$ cat src/rtl/uart_pkg.sv
// ============================================================================
//  Module      : uart_pkg
//  Description : Shared definitions for the UART transmitter and receiver:
//                frame state encoding, default line settings and the
//                clock-cycles-per-bit computation.
//  Revision    : 1.0 - initial release
// ============================================================================
`default_nettype none

package uart_pkg;

    // Frame states; PARITY is only reachable when parity generation is built in
    typedef enum logic [2:0] {
        IDLE   = 3'd0,
        START  = 3'd1,
        DATA   = 3'd2,
        PARITY = 3'd3,
        STOP   = 3'd4
    } uart_state_e;

    localparam int DEFAULT_CLK_FREQ  = 100_000_000;
    localparam int DEFAULT_BAUD_RATE = 9_600;
    localparam int DATA_BITS         = 8;
    localparam int BAUD_CNT_W        = 14;

    // Clock cycles spent on one bit of the serial line
    function automatic int calc_baud_div(input int clk_freq, input int baud_rate);
        return clk_freq / baud_rate;
    endfunction

endpackage

`default_nettype wire

$ cat src/rtl/uart_baud_gen.sv
// ============================================================================
//  Module      : uart_baud_gen
//  Description : Bit-period divider. Counts 0..DIVISOR-1 and flags the last
//                count with a one-cycle bit_tick_o; clear_i restarts the
//                period so a new frame begins on a whole bit boundary.
//  Revision    : 1.0 - initial release
// ============================================================================
`default_nettype none

module uart_baud_gen #(
    parameter int DIVISOR = 10416,
    parameter int CNT_W   = 14
) (
    input  logic clk,
    input  logic reset,
    input  logic clear_i,
    output logic bit_tick_o
);

    localparam logic [CNT_W-1:0] c_LAST = CNT_W'(DIVISOR - 1);

    logic [CNT_W-1:0] cnt_q;
    logic [CNT_W-1:0] cnt_d;

    assign bit_tick_o = (cnt_q == c_LAST);

    // Next count: restart on clear or at the end of each bit period
    always_comb begin
        cnt_d = cnt_q + CNT_W'(1);
        if (clear_i || bit_tick_o) begin
            cnt_d = '0;
        end
    end

    // Counter register
    always_ff @(posedge clk or posedge reset) begin
        if (reset) begin
            cnt_q <= '0;
        end else begin
            cnt_q <= cnt_d;
        end
    end

endmodule

`default_nettype wire

$ cat src/rtl/uart_tx.sv
// ============================================================================
//  Module      : uart_tx
//  Description : UART transmitter. Accepts one byte per valid/ready handshake
//                and serialises it as start bit, 8 data bits LSB first,
//                optional even parity bit, then STOP_BITS stop bits.
//                Build option: define UART_TX_PARITY_EN for 8E1 framing;
//                without it the frame is 8N1.
//  Revision    : 1.0 - initial release
// ============================================================================
`default_nettype none

module uart_tx
    import uart_pkg::*;
#(
    parameter int CLK_FREQ  = DEFAULT_CLK_FREQ,
    parameter int BAUD_RATE = DEFAULT_BAUD_RATE,
    parameter int STOP_BITS = 1
) (
    input  logic       clk,
    input  logic       reset,
    input  logic [7:0] tx_data,
    input  logic       tx_valid,
    output logic       tx_ready,
    output logic       TxD,
    output logic       busy,
    output logic       tx_done
);

    localparam int         BAUD_DIV    = calc_baud_div(CLK_FREQ, BAUD_RATE);
    localparam logic [2:0] c_LAST_DATA = 3'(DATA_BITS - 1);
    // Only 1 or 2 stop bits are meaningful; anything else behaves as 1
    localparam logic [2:0] c_LAST_STOP = (STOP_BITS == 2) ? 3'd1 : 3'd0;

    uart_state_e state_q, state_d;
    logic [7:0]  shreg_q, shreg_d;
    logic [2:0]  bitcnt_q, bitcnt_d;
    logic        txd_q, txd_d;
    logic        ready_q, ready_d;
    logic        busy_q, busy_d;
    logic        done_q, done_d;
    logic        baud_clr;
    logic        bit_tick;
    logic        accept;
`ifdef UART_TX_PARITY_EN
    logic        par_q, par_d;
`endif

    assign accept = tx_valid && ready_q;

    uart_baud_gen #(
        .DIVISOR (BAUD_DIV),
        .CNT_W   (BAUD_CNT_W)
    ) u_baud_gen (
        .clk        (clk),
        .reset      (reset),
        .clear_i    (baud_clr),
        .bit_tick_o (bit_tick)
    );

    // Frame sequencing: next state, shift register and bit counter
    always_comb begin
        state_d  = state_q;
        shreg_d  = shreg_q;
        bitcnt_d = bitcnt_q;
        done_d   = 1'b0;
        baud_clr = 1'b0;
`ifdef UART_TX_PARITY_EN
        par_d    = par_q;
`endif
        case (state_q)
            IDLE: begin
                if (accept) begin
                    state_d  = START;
                    shreg_d  = tx_data;
                    bitcnt_d = 3'd0;
                    baud_clr = 1'b1;
`ifdef UART_TX_PARITY_EN
                    par_d    = ^tx_data;
`endif
                end
            end
            START: begin
                if (bit_tick) begin
                    state_d = DATA;
                end
            end
            DATA: begin
                if (bit_tick) begin
                    shreg_d = {1'b0, shreg_q[7:1]};
                    if (bitcnt_q == c_LAST_DATA) begin
                        bitcnt_d = 3'd0;
`ifdef UART_TX_PARITY_EN
                        state_d  = PARITY;
`else
                        state_d  = STOP;
`endif
                    end else begin
                        bitcnt_d = bitcnt_q + 3'd1;
                    end
                end
            end
`ifdef UART_TX_PARITY_EN
            PARITY: begin
                if (bit_tick) begin
                    state_d = STOP;
                end
            end
`endif
            STOP: begin
                if (bit_tick) begin
                    if (bitcnt_q == c_LAST_STOP) begin
                        state_d  = IDLE;
                        bitcnt_d = 3'd0;
                        done_d   = 1'b1;
                    end else begin
                        bitcnt_d = bitcnt_q + 3'd1;
                    end
                end
            end
            default: begin
                state_d = IDLE;
            end
        endcase
    end

    // Line level and status flags follow the next state so they change on
    // the same edge as the state register and leave the flops glitch-free
    always_comb begin
        txd_d = 1'b1;
        case (state_d)
            START:   txd_d = 1'b0;
            DATA:    txd_d = shreg_d[0];
`ifdef UART_TX_PARITY_EN
            PARITY:  txd_d = par_q;
`endif
            default: txd_d = 1'b1;
        endcase
        ready_d = (state_d == IDLE);
        busy_d  = (state_d != IDLE);
    end

    // State and output registers; reset aborts any frame without a clock
    always_ff @(posedge clk or posedge reset) begin
        if (reset) begin
            state_q  <= IDLE;
            shreg_q  <= 8'h00;
            bitcnt_q <= 3'd0;
            txd_q    <= 1'b1;
            ready_q  <= 1'b1;
            busy_q   <= 1'b0;
            done_q   <= 1'b0;
`ifdef UART_TX_PARITY_EN
            par_q    <= 1'b0;
`endif
        end else begin
            state_q  <= state_d;
            shreg_q  <= shreg_d;
            bitcnt_q <= bitcnt_d;
            txd_q    <= txd_d;
            ready_q  <= ready_d;
            busy_q   <= busy_d;
            done_q   <= done_d;
`ifdef UART_TX_PARITY_EN
            par_q    <= par_d;
`endif
        end
    end

    assign TxD      = txd_q;
    assign tx_ready = ready_q;
    assign busy     = busy_q;
    assign tx_done  = done_q;

endmodule

`default_nettype wire

$ cat config.mk
export PLATFORM = sky130hd
export DESIGN_NAME = uart_tx
export DESIGN_NICKNAME = d
export VERILOG_FILES = /design/src/rtl/uart_pkg.sv /design/src/rtl/uart_baud_gen.sv /design/src/rtl/uart_tx.sv
export SDC_FILE = /design/constraint.sdc
export NUM_CORES = 1
export LEC_CHECK = 0
export ABC_AREA = 0
export BUFFER_PORTS_ARGS = -buffer_cell sky130_fd_sc_hd__buf_4
export CAP_MARGIN = 15
export CELL_PAD_IN_SITES_DETAIL_PLACEMENT = 0
export CELL_PAD_IN_SITES_GLOBAL_PLACEMENT = 2
export CORE_MARGIN = 2
export CORE_UTILIZATION = 34
export DETAILED_ROUTE_END_ITERATION = 10
export PLACE_DENSITY = 0.77
export SYNTH_ARGS = -nofsm -noshare
export SYNTH_HDL_FRONTEND = slang
export SYNTH_HIERARCHICAL = 1
export SYNTH_SLANG_ARGS = --single-unit
$ cat constraint.sdc
create_clock -name clk -period 2.25 [get_ports clk]
set_input_delay 0.225 -clock clk [delete_from_list [all_inputs] [get_ports clk]]
set_output_delay 0.225 -clock clk [all_outputs]
set_load 0.01 [all_outputs]
==> summary.txt, run 1 <==
Timing
  – Setup Viol. Count Final: 1
  – Max-slew violations: 0
  – Setup TNS Final: -79.4 ps
  – RSZ-0062 raised after global routing: true
  – Final Hold Viols: 3
  – Final worst path period share: 1.04
  – FMAX: 0.429 GHz
  – Fin Hold WS: -0.634 ps
  – Fin worst setup slack: -79.4 ps
  – Relative slew margins: 0.533
  – Minimum clock period: between 2000 and 2500 ps
  – Worst-margin pin slew: between 700 and 800 ps
  – Final Skew: between 4 and 5 ps

Pwr
  – Sw frac: 0.301
  – Worst vdd ir: between 0.4 and 0.5 mV
  – Pleak: ~1 nW
  – Internal: roughly 1.1 mW
  – Combinational Power Share: 0.221
  – PD cells: 754 nW/um2
  – Share of power burned in registers: 0.497
  – Clock power frac: 0.282
  – Psw: slightly below 500 uW

Layout
  – Commonest non-fill, non-tap cell in the layout: buf_4
  – FILL cells: between 400 and 500
  – Design Area, Final: approximately 2100 um2
  – Final core utilization: 0.446
  – P&R area growth vs syn: 24.4%
  – NumNets Final: ~220
  – Share of cells above drive strength 1: 0.315
  – Layout Cells excl Fill: between 200 and 300
  – # diodes: 0
  – Commonest cells after routing, fill and taps aside: buf_4 (35), dfrtp_1 (30), nor2_1 (14)

Floorplanning
  – Cell Rows: 25
  – Initial Util: 0.359
  – Chip width: ~75 um
  – Die height: around 75 um
  – CORE AREA: 4790 um2
  – Die ar.: about 5600 um2
  – Top Ports: 15

Clock tree
  – Worst-skew pair later-pin latency: 280 ps
  – TritonCTS Buffers: 5
  – Hold-fix buffers, CTS: 0
  – CTS root buf: clkbuf_8
  – CTS max path bufs: 2
  – H-tree depth: 2
  – Sink Count: 32
  – Worst-path clk slew: approximately 70 ps
  – TritonCTS clock tree: built

GRT
  – First-pass GRT wire length: around 6300 um
  – Initial antenna violation count: 0
  – GRT Total Usage: 0.148
  – Number of global-route vias before repair: between 1,000 and 1,500
  – Largest net degree at the start of global routing: 19
  – Total congestion overflow: 0

Logic synthesis
  – XOR/XNOR share of the synthesized area: 0.0663
  – Post-Syn Area per Cell: 10.5 um2
  – Compound-Gate Fraction of Synth Area: 0.125
  – Post-synth top area share: 0.437
  – Top_reg_cell synth: dfrtp_1
  – FFs w/ async S/R, synth: 1.00
  – Number of synthesized flops with an enable pin: 0
  – #FFs+latches synth: 32
  – Post-Syn Instances: approximately 160
  – YS warnings: 6
  – Synth unique cells: 40
  – Synth area leaders: dfrtp_1 (44%), ha_1 (3.6%), xor2_1 (3.6%), nor2_1 (3.3%), a21o_1 (3.1%)
  – Mapped Area: approximately 1700 um2
  – Post-synthesis mux area share: 0.00656
  – Sequential share of the synthesized area: 0.468
  – Cell taking the most area after synthesis: dfrtp_1
  – Combinational family with the most area after synthesis: simple AND/OR/NAND/NOR gates
  – Mapped Nets: 180
  – Post-synthesis adder-cell area fraction: 0.0364
  – Simple-Gate Fraction of Synth Area: 0.240

Placed design
  – DPL Wire Length: roughly 2600 um
  – Port Buffers: 14
  – Placed Instances: between 200 and 300
  – Placed instance area: slightly below 2000 um2
  – GPL Wtd Cong: just over 0.8

Run status
  – Run status: finished, violations left
  – Violated checks: negative hold slack, negative setup slack

Route
  – DRC viols: 0
  – WL/cell: 13.7 um
  – Post-DR vias/cell: just under 5
  – Vias: 1,325
  – ANT nets after route: 0
  – DRT iter0 DRCs: just under 90
  – WL final: 3650 um
  – First-pass iteration count of the detailed router: 4

Flow run
  – Maxcap violations: 0

Critical path
  – Type of origin of the critical path: register
  – Largest stage delay on the critical path: ~550 ps
  – Highest-delay cell along the critical path: or4b_4
  – Crit. End Element: register
  – CP max FO: 4
  – Worst EP arrival: roughly 2500 ps
  – Crit path required time: between 2000 and 2500 ps
  – Setup CP Type: register to register
  – CP cell instances: or4b_4 > nor4_4 > buf_4 > nand2b_4 > a221oi_4 > or4b_1 > o21ai_1

Min path
  – Tightest Hold Check Type: input pin to asynchronous set/reset pin
## metal layers
layer / share of wire / up-vias / GRT usage
li1: - / 634 / -
met1: 0.46 / 653 / 0.186
met2: 0.48 / 31 / 0.243
met3: 0.049 / 7 / 0.0428
met4: 0.015 / 0 / 0.0516
met5: 0 / - / 0
## worst paths after layout
kind,startpoint,to,slack (ps),depth (start not counted)
max,u_baud_gen/cnt_q[8]$_DFF_PP0_,bitcnt_q[0]$_DFFE_PP0P_,-80,7
min,reset,u_baud_gen/cnt_q[6]$_DFF_PP0_,-0.6,2
max reg2reg,u_baud_gen/cnt_q[8]$_DFF_PP0_,bitcnt_q[0]$_DFFE_PP0P_,-80,7
min reg2reg,shreg_q[4]$_DFFE_PP0P_,shreg_q[4]$_DFFE_PP0P_,480,1
max in group asynchronous,reset,shreg_q[6]$_DFFE_PP0P_,1740,2
min in group clk,tx_data[7],shreg_q[7]$_DFFE_PP0P_,170,3
## metrics by stage
step / hold slack [ps] / power, mW / worst slack (ps)
2_1_floorplan: 114 / 1.02 / -70.2
3_3_place_gp: 306 / 1.14 / -48.8
3_5_place_dp: 328 / 1.16 / -116
4_1_cts: 19.0 / 1.63 / -80.7
5_1_grt: 45.6 / 1.72 / -202
6_report: -0.634 / 1.61 / -79.4
## cells in the mapped netlist (2+ instances only)
master / instances
nor2_4: 2
and4_1: 2
nand2_1: 11
a21oi_1: 8
a22o_1: 6
nor3b_1: 2
nor2_1: 15
dfrtp_1: 30
o21ai_0: 4
dfstp_2: 2
or4b_1: 3
nor3_1: 3
xnor2_1: 6
ha_1: 5
xor2_1: 7
a21o_1: 7
nand4_1: 4
nand3_1: 8
nor2b_1: 3
inv_1: 7
nor2_2: 4
buf_4: 5
nand3b_1: 3
## final cells by class
type | instances | area, um2 | area share
sequential | 32 | 803 | 0.376
multi-input combinational | 117 | 858 | 0.402
inverter | 7 | 26.3 | 0.0123
tap | 67 | 83.8 | 0.0393
timing repair buffer | 36 | 274 | 0.128
clock buffer | 8 | 90.1 | 0.0422
## power by group through the flow
stage / logic (mW) / clock network (mW) / registers (mW)
detailed placement: 0.353 / 0 / 0.807
global route: 0.405 / 0.494 / 0.819
global placement: 0.336 / 0 / 0.800
floorplan: 0.224 / 0 / 0.801
finish: 0.356 / 0.453 / 0.801
CTS: 0.354 / 0.475 / 0.800
## worst max-delay path, delay by kind of cell, from the launching register on
kind	cells	cell delay, ps
compound gates	2	370
simple gates	4	1340
buf+inv	1	180
flops	1	380
## kinds of logic after synthesis
| family | count (synthesis) |
|---|---|
| AOI/OAI and AO/OA | 30 |
| xor gates and xnor gates | 13 |
| adders and majority gates | 5 |
| buffers and inverters | 15 |
| DFF | 32 |
| muxes | 1 |
| and+or+nand+nor | 68 |
## sequential cells by signal, indices dropped and copies added, names as in the netlist
| register | count |
|---|---|
| shreg_q | 8 |
| tx_ready | 1 |
| bitcnt_q | 3 |
| u_baud_gen/cnt_q | 14 |
| state_q | 3 |
| busy | 1 |
| tx_done | 1 |
| TxD | 1 |
## what timing repair did
| item | in CTS | in global routing |
|---|---|---|
| buffers inserted | 3 | 3 |
| pin swaps | 1 | 6 |
| setup endpoints to repair | 1 | 10 |
| gates resized for setup | 1 | 7 |
Note: power is estimated with default switching activity, not from simulation.
==> inputs of run 2 (changes only) <==
--- a/config.mk
+++ b/config.mk
@@ -10,7 +10,6 @@
 export CAP_MARGIN = 15
 export CELL_PAD_IN_SITES_DETAIL_PLACEMENT = 0
 export CELL_PAD_IN_SITES_GLOBAL_PLACEMENT = 2
-export CORE_MARGIN = 2
 export CORE_UTILIZATION = 34
 export DETAILED_ROUTE_END_ITERATION = 10
 export PLACE_DENSITY = 0.77
==> summary.txt, run 2 (synthesis gave the netlist of run 1 again) <==
Placed design
  – GPL Wtd Cong: 0.860 (+6.4%)
  – Placed instance area: 1960 um2 (-0.38%)
  – DPL Wire Length: 2490 um (-2.9%)
  – Port Buffers: 14 (unchanged)
  – Placed Instances: 252 (-0.40%)

Route
  – DRC viols: 0 (unchanged)
  – WL final: 3430 um (-6.0%)
  – ANT nets after route: 0 (unchanged)
  – DRT iter0 DRCs: 88 (-1.1%)
  – First-pass iteration count of the detailed router: 4 (unchanged)
  – Vias: 1,305 (-1.5%)
  – Post-DR vias/cell: 5.00 (+0.75%)
  – WL/cell: 13.2 um (-3.8%)

Run status
  – Violated checks: negative setup slack
  – Run status: finished, violations left

Floorplanning
  – Top Ports: 15 (unchanged)
  – Initial Util: 0.359 (unchanged)
  – CORE AREA: 4790 um2 (unchanged)
  – Cell Rows: 25 (unchanged)
  – Die ar.: 5340 um2 (-5.3%)
  – Die height: 73.1 um (-2.7%)
  – Chip width: 73.1 um (-2.7%)

Critical path
  – Critical Path Start: u_baud_gen/cnt_q[6]$_DFF_PP0_
  – CP cell instances: or4b_4 > nor4_2 > buf_4 > nand2b_4 > a221oi_4 > or4b_1 > o21ai_1
  – Reg2reg setup slack: -30 ps (+50 ps)
  – Worst flop-to-flop path startpoint: u_baud_gen/cnt_q[6]$_DFF_PP0_
  – Highest-delay cell along the critical path: or4b_4
  – Worst R2R Path Depth: 7 (unchanged)
  – CP max FO: 4 (unchanged)
  – Setup CP Type: register to register
  – Worst EP arrival: 2490 ps (-40 ps)
  – Crit. End Element: register
  – Type of origin of the critical path: register
  – Crit Reg-Reg Endpoint: bitcnt_q[0]$_DFFE_PP0P_
  – Crit path required time: 2460 ps (about the same)
  – Largest stage delay on the critical path: 530 ps (-20 ps)
  – CP endpoint: bitcnt_q[0]$_DFFE_PP0P_

Clock tree
  – H-tree depth: 2 (unchanged)
  – Worst-path clk slew: 70 ps (about the same)
  – CTS root buf: clkbuf_8
  – Sink Count: 32 (unchanged)
  – Worst-skew pair later-pin latency: 280 ps (about the same)
  – CTS max path bufs: 2 (unchanged)
  – TritonCTS clock tree: built
  – Hold-fix buffers, CTS: 0 (unchanged)
  – TritonCTS Buffers: 5 (unchanged)

Timing
  – Final worst path period share: 1.01 (-0.0230)
  – Final Skew: 4.64 ps (+0.0348 ps)
  – Setup Viol. Count Final: 1 (unchanged)
  – Relative slew margins: 0.527 (-0.00585)
  – Fin worst setup slack: -27.8 ps (+51.7 ps)
  – Final Hold Viols: 0 (-3)
  – RSZ-0062 raised after global routing: true
  – FMAX: 0.439 GHz (+2.3%)
  – Worst-margin pin slew: 709 ps (+8.76 ps)
  – Minimum clock period: 2280 ps (-51.7 ps)
  – Max-slew violations: 0 (unchanged)

Layout
  – Max reg flops: 14 (unchanged)
  – Layout Cells excl Fill: 261 (-2.2%)
  – Largest registers: u_baud_gen/cnt_q x14, shreg_q x8
  – NumNets Final: 209 (-2.8%)
  – # diodes: 0 (unchanged)
  – Largest Register: u_baud_gen/cnt_q
  – Commonest cells after routing, fill and taps aside: dfrtp_1 (30), buf_4 (30), nor2_1 (15)
  – P&R area growth vs syn: 21.3%
  – Share of cells above drive strength 1: 0.284 (-0.0315)
  – Design Area, Final: 2080 um2 (-2.5%)

Pwr
  – Pleak: 0.939 nW (-4.0%)
  – Power consumption: 1.68 mW (+4.3%)
  – PD cells: 806 nW/um2 (+7.0%)
  – Worst vdd ir: 0.368 mV (-21%)

GRT
  – Initial antenna violation count: 0 (unchanged)
  – First-pass GRT wire length: 5870 um (-6.6%)
  – Total congestion overflow: 0 (unchanged)
  – GRT Total Usage: 0.146 (-0.00242)
  – Largest net degree at the start of global routing: 19 (unchanged)
  – Number of global-route vias before repair: 1,310 (-4.6%)

Flow run
  – Maxcap violations: 0 (unchanged)

Min path
  – Tightest Hold Check Type: input pin to asynchronous set/reset pin
[run 2: changes by cell type in the layout (fill, tap and decap cells not counted), sizes merged]
cell / change
buf: -6
bufinv: +1
clkbuf: -3
clkinv: +1
clkinvlp: +1
[run 2: critical path: cells and delay by family (launching register included)]
kind                   cells  cell delay [ps]
AOI/OAI and AO/OA          2              350
buffers and inverters      1              180
and+or+nand+nor            4             1300
DFF                        1              380
[run 2: routing by layer]
metal  global-route usage  wire, um  up-vias
met1                0.166      1440      650
met4               0.0523        40        0
li1                     -         -      628
met3               0.0331       120        4
met5                    0         0        -
met2                0.264      1840       23
[run 2: metrics by stage]
stage	TNS, ps	hold WS (ps)	util	worst slack [ps]
3_5_place_dp	-34.8	316	0.409	-34.8
5_1_grt	-338	37.4	0.435	-112
4_1_cts	-53.1	13.2	0.433	-53.1
6_report	-27.8	2.78	0.435	-27.8
3_3_place_gp	0	304	0.409	31.0
2_1_floorplan	-70.2	114	-	-70.2
[run 2: report_power, final]
group	leakage, nW	switching (mW)	internal, mW
combinational	0.486	0.164	0.171
sequential	0.399	0.102	0.699
clock	0.0541	0.215	0.327
[run 2: cell type report]
type                            instances  area [um2]
Fill cell                             479        2700
Multi-Input combinational cell        117         832
Sequential cell                        32         803
Timing Repair Buffer                   30         225
Tap cell                               67        83.8
Clock buffer                            5        68.8
Clock inverter                          3        42.5
Inverter                                7        26.3
[run 2: how the worst min path moves through the flow]
stage               startpoint                        endpoint  slack [ps]
finish                   reset  u_baud_gen/cnt_q[13]$_DFF_PP0_           3
global route             reset  u_baud_gen/cnt_q[13]$_DFF_PP0_          40
CTS                      reset   u_baud_gen/cnt_q[1]$_DFF_PP0_          10
detailed placement       reset   u_baud_gen/cnt_q[4]$_DFF_PP0_         320
global placement         reset  u_baud_gen/cnt_q[10]$_DFF_PP0_         300
floorplan                reset   u_baud_gen/cnt_q[0]$_DFF_PP0_         110
[run 2: what timing repair did]
item | 4_1_cts | 5_1_grt
gates resized for setup | 1 | 1
buffers inserted | 0 | 1
setup endpoints to repair | 1 | 8
pin swaps | 1 | 0
